==> src/rtl/mem_port_arbiter_pkg.sv <==
// Shared types for the byte-wide RAM port arbiter: FSM states, ME op codes,
// op-class decode and byte-count helpers.
package mem_port_arbiter_pkg;

   localparam int ALU_OP_W = 8;
   typedef logic [ALU_OP_W-1:0] alu_op_t;

   localparam alu_op_t ME_NOP_OP = 8'h00;
   localparam alu_op_t EX_LB_OP  = 8'h20;
   localparam alu_op_t EX_LH_OP  = 8'h21;
   localparam alu_op_t EX_LW_OP  = 8'h23;
   localparam alu_op_t EX_LBU_OP = 8'h24;
   localparam alu_op_t EX_LHU_OP = 8'h25;
   localparam alu_op_t EX_SB_OP  = 8'h28;
   localparam alu_op_t EX_SH_OP  = 8'h29;
   localparam alu_op_t EX_SW_OP  = 8'h2B;

   // Index of the final byte of an access (byte count minus one)
   localparam logic [1:0] LAST_BYTE_B = 2'd0;
   localparam logic [1:0] LAST_BYTE_H = 2'd1;
   localparam logic [1:0] LAST_BYTE_W = 2'd3;

   typedef enum logic [1:0] {
      IDLE = 2'd0,
      XFER = 2'd1,
      WAIT = 2'd2,
      DONE = 2'd3
   } state_t;

   function automatic logic is_load(input alu_op_t op);
      return (op == EX_LB_OP) || (op == EX_LH_OP) || (op == EX_LW_OP) ||
             (op == EX_LBU_OP) || (op == EX_LHU_OP);
   endfunction

   function automatic logic is_store(input alu_op_t op);
      return (op == EX_SB_OP) || (op == EX_SH_OP) || (op == EX_SW_OP);
   endfunction

   function automatic logic [1:0] last_byte(input alu_op_t op);
      logic [1:0] idx;
      case (op)
         EX_LB_OP, EX_LBU_OP, EX_SB_OP: idx = LAST_BYTE_B;
         EX_LH_OP, EX_LHU_OP, EX_SH_OP: idx = LAST_BYTE_H;
         default:                       idx = LAST_BYTE_W;
      endcase
      return idx;
   endfunction

endpackage

==> src/rtl/mem_port_arbiter_if.sv <==
// Requester and RAM-side signals of the arbiter; slave is the arbiter's view.
interface mem_port_arbiter_if #(
   parameter int ADDR_W = 32
);
   import mem_port_arbiter_pkg::*;

   logic              if_req_i;
   logic [ADDR_W-1:0] if_addr_i;
   logic              if_ack_o;
   logic [31:0]       if_inst_o;
   logic              me_req_i;
   alu_op_t           me_aluop_i;
   logic [ADDR_W-1:0] me_addr_i;
   logic [31:0]       me_wdata_i;
   logic              me_ack_o;
   logic [31:0]       me_rdata_o;
   logic              stall_req_o;
   logic [ADDR_W-1:0] ram_addr_o;
   logic              ram_wr_o;
   logic [7:0]        ram_wdata_o;
   logic [7:0]        ram_rdata_i;

   modport slave (
      input  if_req_i, if_addr_i, me_req_i, me_aluop_i, me_addr_i, me_wdata_i, ram_rdata_i,
      output if_ack_o, if_inst_o, me_ack_o, me_rdata_o, stall_req_o,
             ram_addr_o, ram_wr_o, ram_wdata_o
   );

   modport master (
      output if_req_i, if_addr_i, me_req_i, me_aluop_i, me_addr_i, me_wdata_i, ram_rdata_i,
      input  if_ack_o, if_inst_o, me_ack_o, me_rdata_o, stall_req_o,
             ram_addr_o, ram_wr_o, ram_wdata_o
   );

endinterface

==> src/rtl/mem_port_arbiter_load_extend.sv <==
// Sign/zero extension of assembled load bytes according to the latched op.
module mem_port_arbiter_load_extend
   import mem_port_arbiter_pkg::*;
(
   input  alu_op_t     op,
   input  logic [31:0] raw,
   output logic [31:0] ext
);

   always_comb begin
      ext = raw;
      case (op)
         EX_LB_OP:  ext = {{24{raw[7]}}, raw[7:0]};
         EX_LBU_OP: ext = {24'h000000, raw[7:0]};
         EX_LH_OP:  ext = {{16{raw[15]}}, raw[15:0]};
         EX_LHU_OP: ext = {16'h0000, raw[15:0]};
         default:   ext = raw;
      endcase
   end

endmodule

==> src/rtl/mem_port_arbiter.sv <==
// Serialises one fetch or MEM load/store at a time onto a byte-wide RAM port,
// little-endian, MEM having priority at IDLE and no preemption once started.
module mem_port_arbiter
   import mem_port_arbiter_pkg::*;
#(
   parameter int ADDR_W = 32,
   parameter int RD_LAT = 1
) (
   input logic clk,
   input logic rst_n,
   mem_port_arbiter_if.slave bus
);

   generate
      if (RD_LAT != 1) begin : g_rd_lat_check
         $error("mem_port_arbiter supports only RD_LAT == 1");
      end
   endgenerate

   state_t            state, state_nxt;
   logic [1:0]        cnt, last_q, prev_idx;
   logic [ADDR_W-1:0] addr_q, ram_addr;
   logic [3:0][7:0]   wdata_q, rbuf;
   alu_op_t           op_q;
   logic              fetch_q, me_valid, if_ack, me_ack, ram_wr;
   logic [7:0]        ram_wdata;
   logic [31:0]       rdata_ext, if_inst_q, me_rdata_q;

   assign me_valid = bus.me_req_i & (is_load(bus.me_aluop_i) | is_store(bus.me_aluop_i));
   assign prev_idx = cnt - 2'd1;

   always_comb begin
      state_nxt = state;
      ram_addr  = '0;
      ram_wr    = 1'b0;
      ram_wdata = 8'h00;
      if_ack    = 1'b0;
      me_ack    = 1'b0;
      case (state)
         IDLE: if (me_valid || bus.if_req_i) state_nxt = XFER;
         XFER: begin
            ram_addr = addr_q + ADDR_W'(cnt);
            ram_wr   = is_store(op_q);
            if (ram_wr) ram_wdata = wdata_q[cnt];
            if (cnt == last_q) state_nxt = is_store(op_q) ? DONE : WAIT;
         end
         WAIT: state_nxt = DONE;
         DONE: begin
            if_ack    = fetch_q;
            me_ack    = ~fetch_q;
            state_nxt = IDLE;
         end
         default: state_nxt = IDLE;
      endcase
   end

   // Fetches reuse the LW path; fetch_q only steers the ack and result register
   always_ff @(posedge clk or negedge rst_n) begin
      if (!rst_n) begin
         state      <= IDLE;
         cnt        <= 2'd0;
         last_q     <= 2'd0;
         addr_q     <= '0;
         wdata_q    <= '0;
         rbuf       <= '0;
         op_q       <= ME_NOP_OP;
         fetch_q    <= 1'b0;
         if_inst_q  <= 32'h0;
         me_rdata_q <= 32'h0;
      end else begin
         state <= state_nxt;
         case (state)
            IDLE: begin
               cnt  <= 2'd0;
               rbuf <= '0;
               if (me_valid) begin
                  op_q    <= bus.me_aluop_i;
                  addr_q  <= bus.me_addr_i;
                  wdata_q <= bus.me_wdata_i;
                  last_q  <= last_byte(bus.me_aluop_i);
                  fetch_q <= 1'b0;
               end else if (bus.if_req_i) begin
                  op_q    <= EX_LW_OP;
                  addr_q  <= bus.if_addr_i;
                  wdata_q <= '0;
                  last_q  <= LAST_BYTE_W;
                  fetch_q <= 1'b1;
               end
            end
            XFER: begin
               cnt <= cnt + 2'd1;
               if (cnt != 2'd0) rbuf[prev_idx] <= bus.ram_rdata_i;
            end
            WAIT: rbuf[last_q] <= bus.ram_rdata_i;
            DONE: begin
               if (fetch_q) if_inst_q <= rbuf;
               else if (is_load(op_q)) me_rdata_q <= rdata_ext;
            end
            default: ;
         endcase
      end
   end

   mem_port_arbiter_load_extend u_load_extend (
      .op  (op_q),
      .raw (rbuf),
      .ext (rdata_ext)
   );

   // Results bypass their hold registers during the ack cycle
   assign bus.if_ack_o    = if_ack;
   assign bus.me_ack_o    = me_ack;
   assign bus.if_inst_o   = if_ack ? rbuf : if_inst_q;
   assign bus.me_rdata_o  = (me_ack && is_load(op_q)) ? rdata_ext : me_rdata_q;
   assign bus.stall_req_o = rst_n & me_valid & ~me_ack;
   assign bus.ram_addr_o  = ram_addr;
   assign bus.ram_wr_o    = ram_wr;
   assign bus.ram_wdata_o = ram_wdata;

endmodule

==> src/flat_wrapper.sv <==
// flat-port wrapper written by rule: the top's interface ports become plain ports
module mem_port_arbiter_flat import mem_port_arbiter_pkg::*;
#(
   parameter int ADDR_W = 32,
   parameter int RD_LAT = 1
)
  (clk, rst_n, bus_if_req_i, bus_if_addr_i, bus_me_req_i, bus_me_aluop_i, bus_me_addr_i, bus_me_wdata_i, bus_ram_rdata_i, bus_if_ack_o, bus_if_inst_o, bus_me_ack_o, bus_me_rdata_o, bus_stall_req_o, bus_ram_addr_o, bus_ram_wr_o, bus_ram_wdata_o);
  mem_port_arbiter_if #(.ADDR_W(ADDR_W)) bus_i ();
  input logic clk;
  input logic rst_n;
  input wire logic [$bits(bus_i.if_req_i)-1:0] bus_if_req_i;
  input wire logic [$bits(bus_i.if_addr_i)-1:0] bus_if_addr_i;
  input wire logic [$bits(bus_i.me_req_i)-1:0] bus_me_req_i;
  input wire logic [$bits(bus_i.me_aluop_i)-1:0] bus_me_aluop_i;
  input wire logic [$bits(bus_i.me_addr_i)-1:0] bus_me_addr_i;
  input wire logic [$bits(bus_i.me_wdata_i)-1:0] bus_me_wdata_i;
  input wire logic [$bits(bus_i.ram_rdata_i)-1:0] bus_ram_rdata_i;
  output wire logic [$bits(bus_i.if_ack_o)-1:0] bus_if_ack_o;
  output wire logic [$bits(bus_i.if_inst_o)-1:0] bus_if_inst_o;
  output wire logic [$bits(bus_i.me_ack_o)-1:0] bus_me_ack_o;
  output wire logic [$bits(bus_i.me_rdata_o)-1:0] bus_me_rdata_o;
  output wire logic [$bits(bus_i.stall_req_o)-1:0] bus_stall_req_o;
  output wire logic [$bits(bus_i.ram_addr_o)-1:0] bus_ram_addr_o;
  output wire logic [$bits(bus_i.ram_wr_o)-1:0] bus_ram_wr_o;
  output wire logic [$bits(bus_i.ram_wdata_o)-1:0] bus_ram_wdata_o;
  assign bus_i.if_req_i = bus_if_req_i;
  assign bus_i.if_addr_i = bus_if_addr_i;
  assign bus_i.me_req_i = bus_me_req_i;
  assign bus_i.me_aluop_i = bus_me_aluop_i;
  assign bus_i.me_addr_i = bus_me_addr_i;
  assign bus_i.me_wdata_i = bus_me_wdata_i;
  assign bus_i.ram_rdata_i = bus_ram_rdata_i;
  assign bus_if_ack_o = bus_i.if_ack_o;
  assign bus_if_inst_o = bus_i.if_inst_o;
  assign bus_me_ack_o = bus_i.me_ack_o;
  assign bus_me_rdata_o = bus_i.me_rdata_o;
  assign bus_stall_req_o = bus_i.stall_req_o;
  assign bus_ram_addr_o = bus_i.ram_addr_o;
  assign bus_ram_wr_o = bus_i.ram_wr_o;
  assign bus_ram_wdata_o = bus_i.ram_wdata_o;
  mem_port_arbiter #(.ADDR_W(ADDR_W), .RD_LAT(RD_LAT)) u_core (.clk(clk), .rst_n(rst_n), .bus(bus_i));
endmodule
==> config.mk <==
export PLATFORM = sky130hd
export DESIGN_NAME = mem_port_arbiter_flat
export DESIGN_NICKNAME = d
export VERILOG_FILES = /design/src/rtl/mem_port_arbiter_pkg.sv /design/src/rtl/mem_port_arbiter_if.sv /design/src/rtl/mem_port_arbiter_load_extend.sv /design/src/rtl/mem_port_arbiter.sv /design/src/flat_wrapper.sv
export SDC_FILE = /design/constraint.sdc
export NUM_CORES = 1
export LEC_CHECK = 0
export CORE_AREA = 2 2 159 161
export DETAILED_ROUTE_END_ITERATION = 16
export DIE_AREA = 0 0 161 163
export PLACE_DENSITY_LB_ADDON = 0.1
export REMOVE_ABC_BUFFERS = 1
export SYNTH_ARGS = -nofsm -noshare
export SYNTH_HDL_FRONTEND = slang
export SYNTH_SLANG_ARGS = --single-unit
==> constraint.sdc <==
create_clock -name clk -period 4.5 [get_ports clk]
set_clock_uncertainty 0.15 [all_clocks]
set_input_delay 0.45 -clock clk [delete_from_list [all_inputs] [get_ports clk]]
set_output_delay 0.45 -clock clk [all_outputs]
set_load 0.01 [all_outputs]
; ---- Word level (Yosys, flattened, before mapping)
; Cells that the tools add are included.
[totals]
mem_bits_ro = 0
mem_bits_rw = 0
in_bits = 116
mem_count = 0
latchBits = 0
output_inout_bits = 108
reg_bits = 175
[op_classes]
magnitude_cmp = 5
add_sub_neg = 3
mul = 0
reduce_logical = 28
bitwise = 6
shift = 0
muxes = 35
n_eq_ne = 23
n_div = 0
[op_table]
columns = op, n
row1 = 32-bit two-way mux, 8
row2 = "8-bit by 6-bit == test with 1-bit output, second input constant", 16
row3 = 32-bit case mux with 4 select lines, 1
row4 = 32-bit case mux with 3 select lines, 1
row5 = 32-bit bitwise mux, 2
row6 = 8-bit two-way mux, 7
row7 = 32-bit by 2-bit adder with 32-bit output, 1
row8 = 8-bit demux with 2-bit select, 2
row9 = 8-bit binary-select mux with 2-bit select, 1
row10 = 1-bit logical OR, 13
row11 = "2-bit by 3-bit < comparator with 1-bit output, second input constant", 3
row12 = 2-bit two-way mux, 4
row13 = 2-bit case mux with 2 select lines, 2
row14 = 2-bit case mux with 4 select lines, 1
row15 = 2-bit AND reduction, 4
row16 = 1-bit two-way mux, 6
row17 = "2-bit by 1-bit != test with 1-bit output, second input constant", 3
row18 = 2-bit nonzero test, 3
row19 = 3-bit OR reduction, 2
row20 = "2-bit == test, second input constant", 2
row21 = "2-bit by 1-bit greater-or-equal comparator with 1-bit output, second input constant", 2
row22 = 1-bit bitwise AND, 3
row23 = 1-bit logical AND, 3
row24 = 3-bit AND reduction, 1
row25 = 8 further kinds, 9

; ---- Depth between registers and ports, before layout
; Gate-level depths: netlist of the first run.
[depth]
word_depth = 10
ltp_mapped = 8
mapped_depth_nobuf = 6

; ---- Modules after synthesis
; From an unflattened synthesis of the first run, not the netlist that was laid out.
[hier_totals]
hier_cells = 767
area_unflattened_um2 = 9240.1
[modules_own_cells]
columns = module, cells_per_inst, instances, seq_area_each_um2, area_per_inst_um2
row1 = mem_port_arbiter, 713, 1, 4379.2, 8858.5
row2 = mem_port_arbiter_load_extend, 54, 1, 0.0, 381.6

; ---- Worst setup path before layout of the first run
; OpenSTA, ideal clock, no wires.
[synth_timing]
path_type = reg2out
from = register u_core.cnt[0]
to = output bus_ram_addr_o[30]
path_buffers = 1
t_arrival_ns = 1.920
slack_ns = 1.980
stages_incl_launch_ff = 7
path_cell_list = dfrtp_1 > ha_1 > fa_1 > nand3_1 > buf_2 > nor4_1 > mux2i_1
[synth_between]
elab_chain_cells = 2
[synth_rtl]
columns = item, line
row1 = start: declaration, mem_port_arbiter.sv:21  ; logic [1:0] cnt, last_q, prev_idx;
row2 = start signal: assignment, mem_port_arbiter.sv:91  ; cnt <= cnt + 2'd1;
row3 = 32-bit by 2-bit adder with 32-bit output, mem_port_arbiter.sv:42  ; ram_addr = addr_q + ADDR_W'(cnt);
row4 = 32-bit two-way mux, mem_port_arbiter.sv:39  ; case (state)
row5 = end: declaration, flat_wrapper.sv:23  ; output wire logic [$bits(bus_i.ram_addr_o)-1:0] bus_ram_addr_o;
; Every way passes these cells.

; ---- Worst setup path after layout of the first run
[layout_timing]
from = register u_core.op_q[6]
to = output bus_me_rdata_o[4]
[layout_between]
elab_chain_cells = 7
word_cells_on_any_way = 11
[layout_rtl]
columns = item, line
row1 = start: declaration, mem_port_arbiter.sv:24  ; alu_op_t op_q;
row2 = start signal: assignment, mem_port_arbiter.sv:77  ; op_q <= bus.me_aluop_i;
row3 = 8-bit by 6-bit == test with 1-bit output, mem_port_arbiter_pkg.sv:31  ; return (op == EX_LB_OP) || (op == EX_LH_OP) || (op == EX_LW_OP) ||
row4 = 1-bit logical OR (3 in series), mem_port_arbiter_pkg.sv:31
row5 = 1-bit logical OR (*), mem_port_arbiter_pkg.sv:32  ; (op == EX_LBU_OP) || (op == EX_LHU_OP);
row6 = 1-bit logical AND (*), mem_port_arbiter.sv:114  ; assign bus.me_rdata_o = (me_ack && is_load(op_q)) ? rdata_ext : me_rdata_q;
row7 = 32-bit two-way mux (*), mem_port_arbiter.sv:114
row8 = end: declaration, flat_wrapper.sv:21  ; output wire logic [$bits(bus_i.me_rdata_o)-1:0] bus_me_rdata_o;
; Every way passes the cells marked *; elsewhere a longest branch is shown, timed or not.

==> summary.md, run 1 <==
| Metric | Value |
|---|---|
| Status | `finished, final reports clean` |
| Synth warn | `0` |
| Worst-margin pin slew | `0.965 ns` |
| Reg2reg start | `u_core.state[1]` |
| Max Cap Violations | `0` |
| R2R cell count | `7` |
| Area growth from synthesis to layout | `37.1%` |
| Number of global-route vias before repair | `6,415` |
| Core Box Area | `24,700 µm²` |
| Setup CP Type | `flip-flop to output port` |
| Final Net Count | `1,060` |
| Yosys reg bits | `175` |
| Cts bufs inserted | `17` |
| Via count | `6,457` |
| Post-route cell area | `11,600 µm²` |
| Ys flop type | `dfrtp_1` |
| Initial DRC Count | `357` |
| Initial antenna violation count | `0` |
| DRC viols | `0` |
| Fin crit period | `3.72 ns` |
| Hold Crit Start | `u_core.op_q[5]` |
| Cells on Worst Hold Path | `1` |
| Ratio of cells with drive above 1 in the final layout | `16.9%` |
| Detail Route Antenna Nets | `0` |
| Worst Path Arrival | `3.12 ns` |
| RSZ-0062 raised after global routing | `no` |
| Post-CTS Resized | `0` |
| RR Endpoint | `u_core.rbuf[2]` |
| Post-Route Utilization | `47.2%` |
| Via density | `5.07` |
| First-pass GRT wire length | `36,100 µm` |
| Die Ht | `163 µm` |
| Power Dens Cells | `564 nW/µm²` |
| Netlist Area Pre-Place | `8490 µm²` |
| Wire per inst | `17.9 µm` |
| Final GP Congestion | `0.743` |
| Post-synth ARST share | `100%` |
| Synth Area per Inst | `11.7 µm²` |
| Final Max Tran Viols | `0` |
| Hold Crit Class | `flip-flop to flip-flop` |
| Post-route insts no fill | `1,273` |
| Post-synth EDFFs | `0` |
| Critical path launch point type | `flip-flop` |
| Final Hold Viols | `0` |
| Worst endpoint required time | `3.90 ns` |
| CTS tree | `done` |
| Die ar. | `26,200 µm²` |
| Rows | `58` |
| Worst-path clk slew | `0.06 ns` |
| # placed instances | `1,242` |
| Period utilisation layout | `82.7%` |
| Initial Utilization | `34.4%` |
| Routed WL | `22,800 µm` |
| Worst Setup SP | `u_core.op_q[6]` |
| Worst-path maximum fanout | `41` |
| Number of buffers added on ports | `223` |
| # IOs | `224` |
| Clk Latency, worst-skew pair | `0.42 ns` |
| LEAKAGE | `0.00493 µW` |
| Root Buffer | `clkbuf_16` |
| Post-CTS Hold Buffers | `1` |
| # diodes | `0` |
| # clock sinks | `175` |
| Cell variety after synth | `53` |
| Setup Buffers After CTS | `0` |
| Peak supply drop | `0.257 mV` |
| Slew margin rel. | `35.6%` |
| Grt ovf | `0` |
| Cell Area, Placed | `11,100 µm²` |
| Setup Viol. Count Final | `0` |
| TritonRoute pass-1 iters | `4` |
| Post-synthesis instance total | `724` |
| Total GRT Usage | `17.5%` |
| Seq/Total Area, Yosys | `51.6%` |
| Register-to-register setup slack | `1.54 ns` |
| Largest net degree at the start of global routing | `115` |
| Dpl hpwl | `15,900 µm` |
| Min-Delay Endpoint | `u_core.op_q[5]` |
| Fmax | `0.269 GHz` |
| Clock Path Buffers | `2` |
| H-tree level count | `4` |
| Die Width | `161 µm` |
| Crit path capture type | `output port` |
-- per-stage QoR --
| stage | worst slack (ns) | hold WS (ns) | power, µW | TNS [ns] |
|---|---|---|---|---|
| finish | 0.779 | 0.330 | 6570 | 0 |
| global placement | 1.26 | 0.308 | 5140 | 0 |
| CTS | 0.738 | 0.330 | 6660 | 0 |
| detailed placement | 1.19 | 0.314 | 5150 | 0 |
| global route | 0.602 | 0.350 | 7020 | 0 |
| floorplan | -0.314 | 0.00441 | 3830 | -9.79 |
-- worst max-delay path: stages (launching register included) --
cell and delay (ns):
dfrtp_1 0.38, or4b_4 0.61, a2111oi_4 0.37, buf_4 0.44, mux2_2 0.40, clkdlybuf4s50_1 0.48
-- synth_stat cells (3+ instances only) --
cell type,n,area (µm²)
o21a_1,4,30.0
or4_1,10,75.1
o21ai_0,15,75.1
buf_6,3,33.8
mux2i_1,11,110
inv_1,20,75.1
o31ai_1,10,75.1
nand2_1,28,105
a21oi_1,63,315
nor4_1,5,31.3
nand2b_1,8,50.1
a22o_1,58,508
a2bb2oi_1,6,52.6
clkbuf_1,25,93.8
or2_2,3,18.8
and4_1,5,43.8
buf_2,9,45.0
and3_1,8,50.1
mux2_2,96,1080
a32o_1,3,30.0
a21o_1,5,37.5
nor2b_1,10,62.6
nor2_1,42,158
dfrtp_1,175,4380
ha_1,11,138
o21ai_1,3,15.0
or3_1,4,25.0
and2_1,5,31.3
buf_1,8,30.0
a22oi_1,7,52.6
xor2_1,13,114
o31a_1,3,26.3
mux4_2,8,180
nand4_1,9,56.3
buf_4,3,22.5
nand3_1,9,45.0
-- cell usage in the layout (no fill, tap or decap), drive strengths merged, types with 18 or more instances in the layout --
cell type        n
a21oi           63
a22o            58
clkbuf          19
clkdlybuf4s50  222
dfrtp          175
inv             24
mux2            96
nand2           28
nor2            42
o21ai           18
-- worst max-delay path by stage --
stage	endpoint	slack, ns	cells after the start
after global routing	bus_me_rdata_o[20]	0.60	6
after CTS	bus_me_rdata_o[4]	0.74	5
after floorplan	u_core.addr_q[0]	-0.31	4
after global placement	bus_me_rdata_o[4]	1.26	5
final	bus_me_rdata_o[4]	0.78	5
after detailed placement	bus_me_rdata_o[1]	1.19	5
-- where the power goes --
group / leakage [µW] / internal, µW / switching, µW
Sequential: 0.00229 / 2020 / 320
Clock: 0.000274 / 834 / 631
Combinational: 0.00236 / 1380 / 1380
Total: 0.00493 / 4240 / 2330
-- per-layer routing --
| metal | global-route usage [%] | vias to the layer above | wire (µm) |
|---|---|---|---|
| met5 | 0 | - | 0 |
| met4 | 4.71 | 0 | 314 |
| met3 | 4.76 | 19 | 1320 |
| met2 | 27.8 | 184 | 10700 |
| met1 | 23.8 | 3175 | 10400 |
| li1 | - | 3079 | - |
-- state kept, by name, indices dropped and copies added (netlist names) --
signal	flops
u_core.addr_q	32
u_core.if_inst_q	32
u_core.me_rdata_q	32
u_core.rbuf	32
u_core.wdata_q	32
u_core.op_q	8
u_core.cnt	2
u_core.last_q	2
u_core.state	2
u_core.fetch_q	1
-- cell families (layout without fill, tap and decap cells) --
| family | Yosys count | in the layout | synth area share, % |
|---|---|---|---|
| compound gates | 188 | 188 | 15.9 |
| flops | 175 | 175 | 51.6 |
| mux | 115 | 115 | 16.2 |
| fa+ha+maj | 12 | 12 | 1.86 |
| simple gates | 152 | 152 | 9.51 |
| xor+xnor | 14 | 14 | 1.44 |
| buf+inv | 68 | 287 | 3.54 |
-- layout make-up --
| cell class | count | area, µm² |
|---|---|---|
| fill | 2312 | 13000 |
| clock inverter | 11 | 130 |
| clock buffer | 19 | 443 |
| tap | 330 | 413 |
| multi-input combinational | 481 | 3840 |
| sequential | 175 | 4380 |
| timing repair buffer | 237 | 2350 |
| inverter | 20 | 75.1 |
Note: power is estimated with default switching activity, not from simulation.
==> inputs of run 2 (changes only) <==
clock period = 3.6 ns   (was 4.5 ns; I/O delays follow)
==> summary.md, run 2 (synthesis gave the netlist of run 1 again) <==
| Metric | Value |
|---|---|
| Status | `finished, final reports clean` |
| CP bufs+invs | `2` |
| Critical path launch point type | `flip-flop` |
| First-pass GRT wire length | `36,900 µm` |
| Crit-path max cell delay | `0.63 ns` |
| Post-Place Setup Slack | `0.524 ns` |
| Most frequent cells in the layout | `clkdlybuf4s50_1 (222), dfrtp_1 (175), mux2_2 (96)` |
| Routed WL | `23,500 µm` |
| CTS tree | `done` |
| Slowest cell on crit path | `clkdlybuf4s50_1` |
| Final Max Tran Viols | `0` |
| Detail Route Antenna Nets | `0` |
| Cts bufs inserted | `17` |
| Die Ht | `163 µm` |
| Number of buffers added on ports | `223` |
| Reg area | `4380 µm²` |
| Hold Crit Class | `input port to asynchronous set/reset pin` |
| Initial DRC Count | `382` |
| Die ar. | `26,200 µm²` |
| DRC viols | `0` |
| WHS | `0.207 ns` |
| Area growth from synthesis to layout | `38.2%` |
| Worst Setup SP | `u_core.addr_q[3]` |
| Crit path depth | `6` |
| Power Dens Cells | `708 nW/µm²` |
| Slew margin rel. | `36.1%` |
| Filler cells | `2,303` |
| Final WS setup | `0.132 ns` |
| Fin crit period | `3.47 ns` |
| Reg2reg start | `u_core.state[1]` |
| Worst endpoint required time | `3.09 ns` |
| Period utilisation layout | `96.3%` |
| Clock Path Buffers | `2` |
| Max Cap Violations | `0` |
| Worst-path maximum fanout | `18` |
| Via density | `5.07` |
| Cell Area, Placed | `11,100 µm²` |
| Core Box Area | `24,700 µm²` |
| Crit path capture type | `output port` |
| Dpl hpwl | `16,100 µm` |
| Number of global-route vias before repair | `6,649` |
| Initial Utilization | `34.4%` |
| Worst Path Arrival | `2.96 ns` |
| Largest net degree at the start of global routing | `57` |
| Root Buffer | `clkbuf_16` |
| # IOs | `224` |
| Ratio of cells with drive above 1 in the final layout | `17.9%` |
| Total GRT Usage | `18.0%` |
| LEAKAGE | `0.00497 µW` |
| Initial antenna violation count | `1` |
| Setup Viol. Count Final | `0` |
| Final GP Congestion | `0.738` |
| R2R cell count | `7` |
| Post-route cell area | `11,700 µm²` |
| Commonest non-fill, non-tap cell in the layout | `clkdlybuf4s50_1` |
| Peak supply drop | `0.397 mV` |
| H-tree level count | `4` |
| Final Net Count | `1,068` |
| Grt ovf | `0` |
| Via count | `6,504` |
| Area of the multi-input gates | `3840 µm²` |
| Final Hold Viols | `0` |
| Die Width | `161 µm` |
| Setup CP Type | `flip-flop to output port` |
| Worst-path clk slew | `0.07 ns` |
| Clk Latency, worst-skew pair | `0.43 ns` |
| # placed instances | `1,245` |
| Worst-margin pin slew | `0.958 ns` |
| # clock sinks | `175` |
| Largest delay share family, worst path | `simple AND/OR/NAND/NOR gates` |
| Fmax | `0.288 GHz` |
| Cell Chain, Critical Path | `and4_1 > nand3_1 > buf_4 > or4_1 > a21oi_1 > clkdlybuf4s50_1` |
| Post-route insts no fill | `1,284` |
| Tot Pwr | `8300 µW` |
| TritonRoute pass-1 iters | `4` |
| Wire per inst | `18.3 µm` |
| Rows | `58` |
[run 2: final cells by class]
| cell class | instances | share of cell area (%) |
|---|---|---|
| Clock buffer | 18 | 3.74 |
| Clock inverter | 14 | 1.29 |
| Inverter | 20 | 0.640 |
| Timing Repair Buffer | 245 | 20.7 |
| Multi-Input combinational cell | 481 | 32.8 |
| Antenna cell | 1 | 0.0213 |
| Tap cell | 330 | 3.52 |
| Sequential cell | 175 | 37.3 |
[run 2: metal layers]
metal | global-route usage [%] | part of all wire (%) | vias up | wire length, µm
li1 | - | - | 3102 | -
met1 | 23.5 | 46 | 3230 | 10700
met2 | 29.7 | 48 | 160 | 11200
met3 | 5.19 | 5.9 | 12 | 1390
met4 | 4.34 | 0.87 | 0 | 203
met5 | 0 | 0 | - | 0
[run 2: path summary, 6_finish.rpt]
path,to,slack [ns]
max in group asynchronous,u_core.if_inst_q[12],2.10
worst max-delay path,bus_ram_addr_o[24],0.13
min in group clk,u_core.op_q[5],0.32
worst min-delay path,u_core.me_rdata_q[27],0.21
worst max register to register,u_core.rbuf[6],0.65
worst min register to register,u_core.op_q[5],0.32
[run 2: timing repair]
action / CTS / global route
setup buffers: 0 / 4
endpoints found under the setup margin: 0 / 36
gates resized for setup: 0 / 2
hold buffers: 1 / 0
endpoints found under the hold margin: 24 / 0
[run 2: power by group]
part / total [µW] / internal [µW] / switching (µW)
combinational: 3480 / 1740 / 1740
sequential: 2940 / 2520 / 413
clock: 1880 / 1000 / 879
total: 8300 / 5260 / 3030
[run 2: metrics by stage]
stage                     utilization (%)  setup TNS (ns)
after global routing                 47.5        -0.00623
after floorplan                         -          -55.29
after CTS                            47.3               0
after detailed placement             44.9               0
final                                47.5               0
after global placement               44.9               0
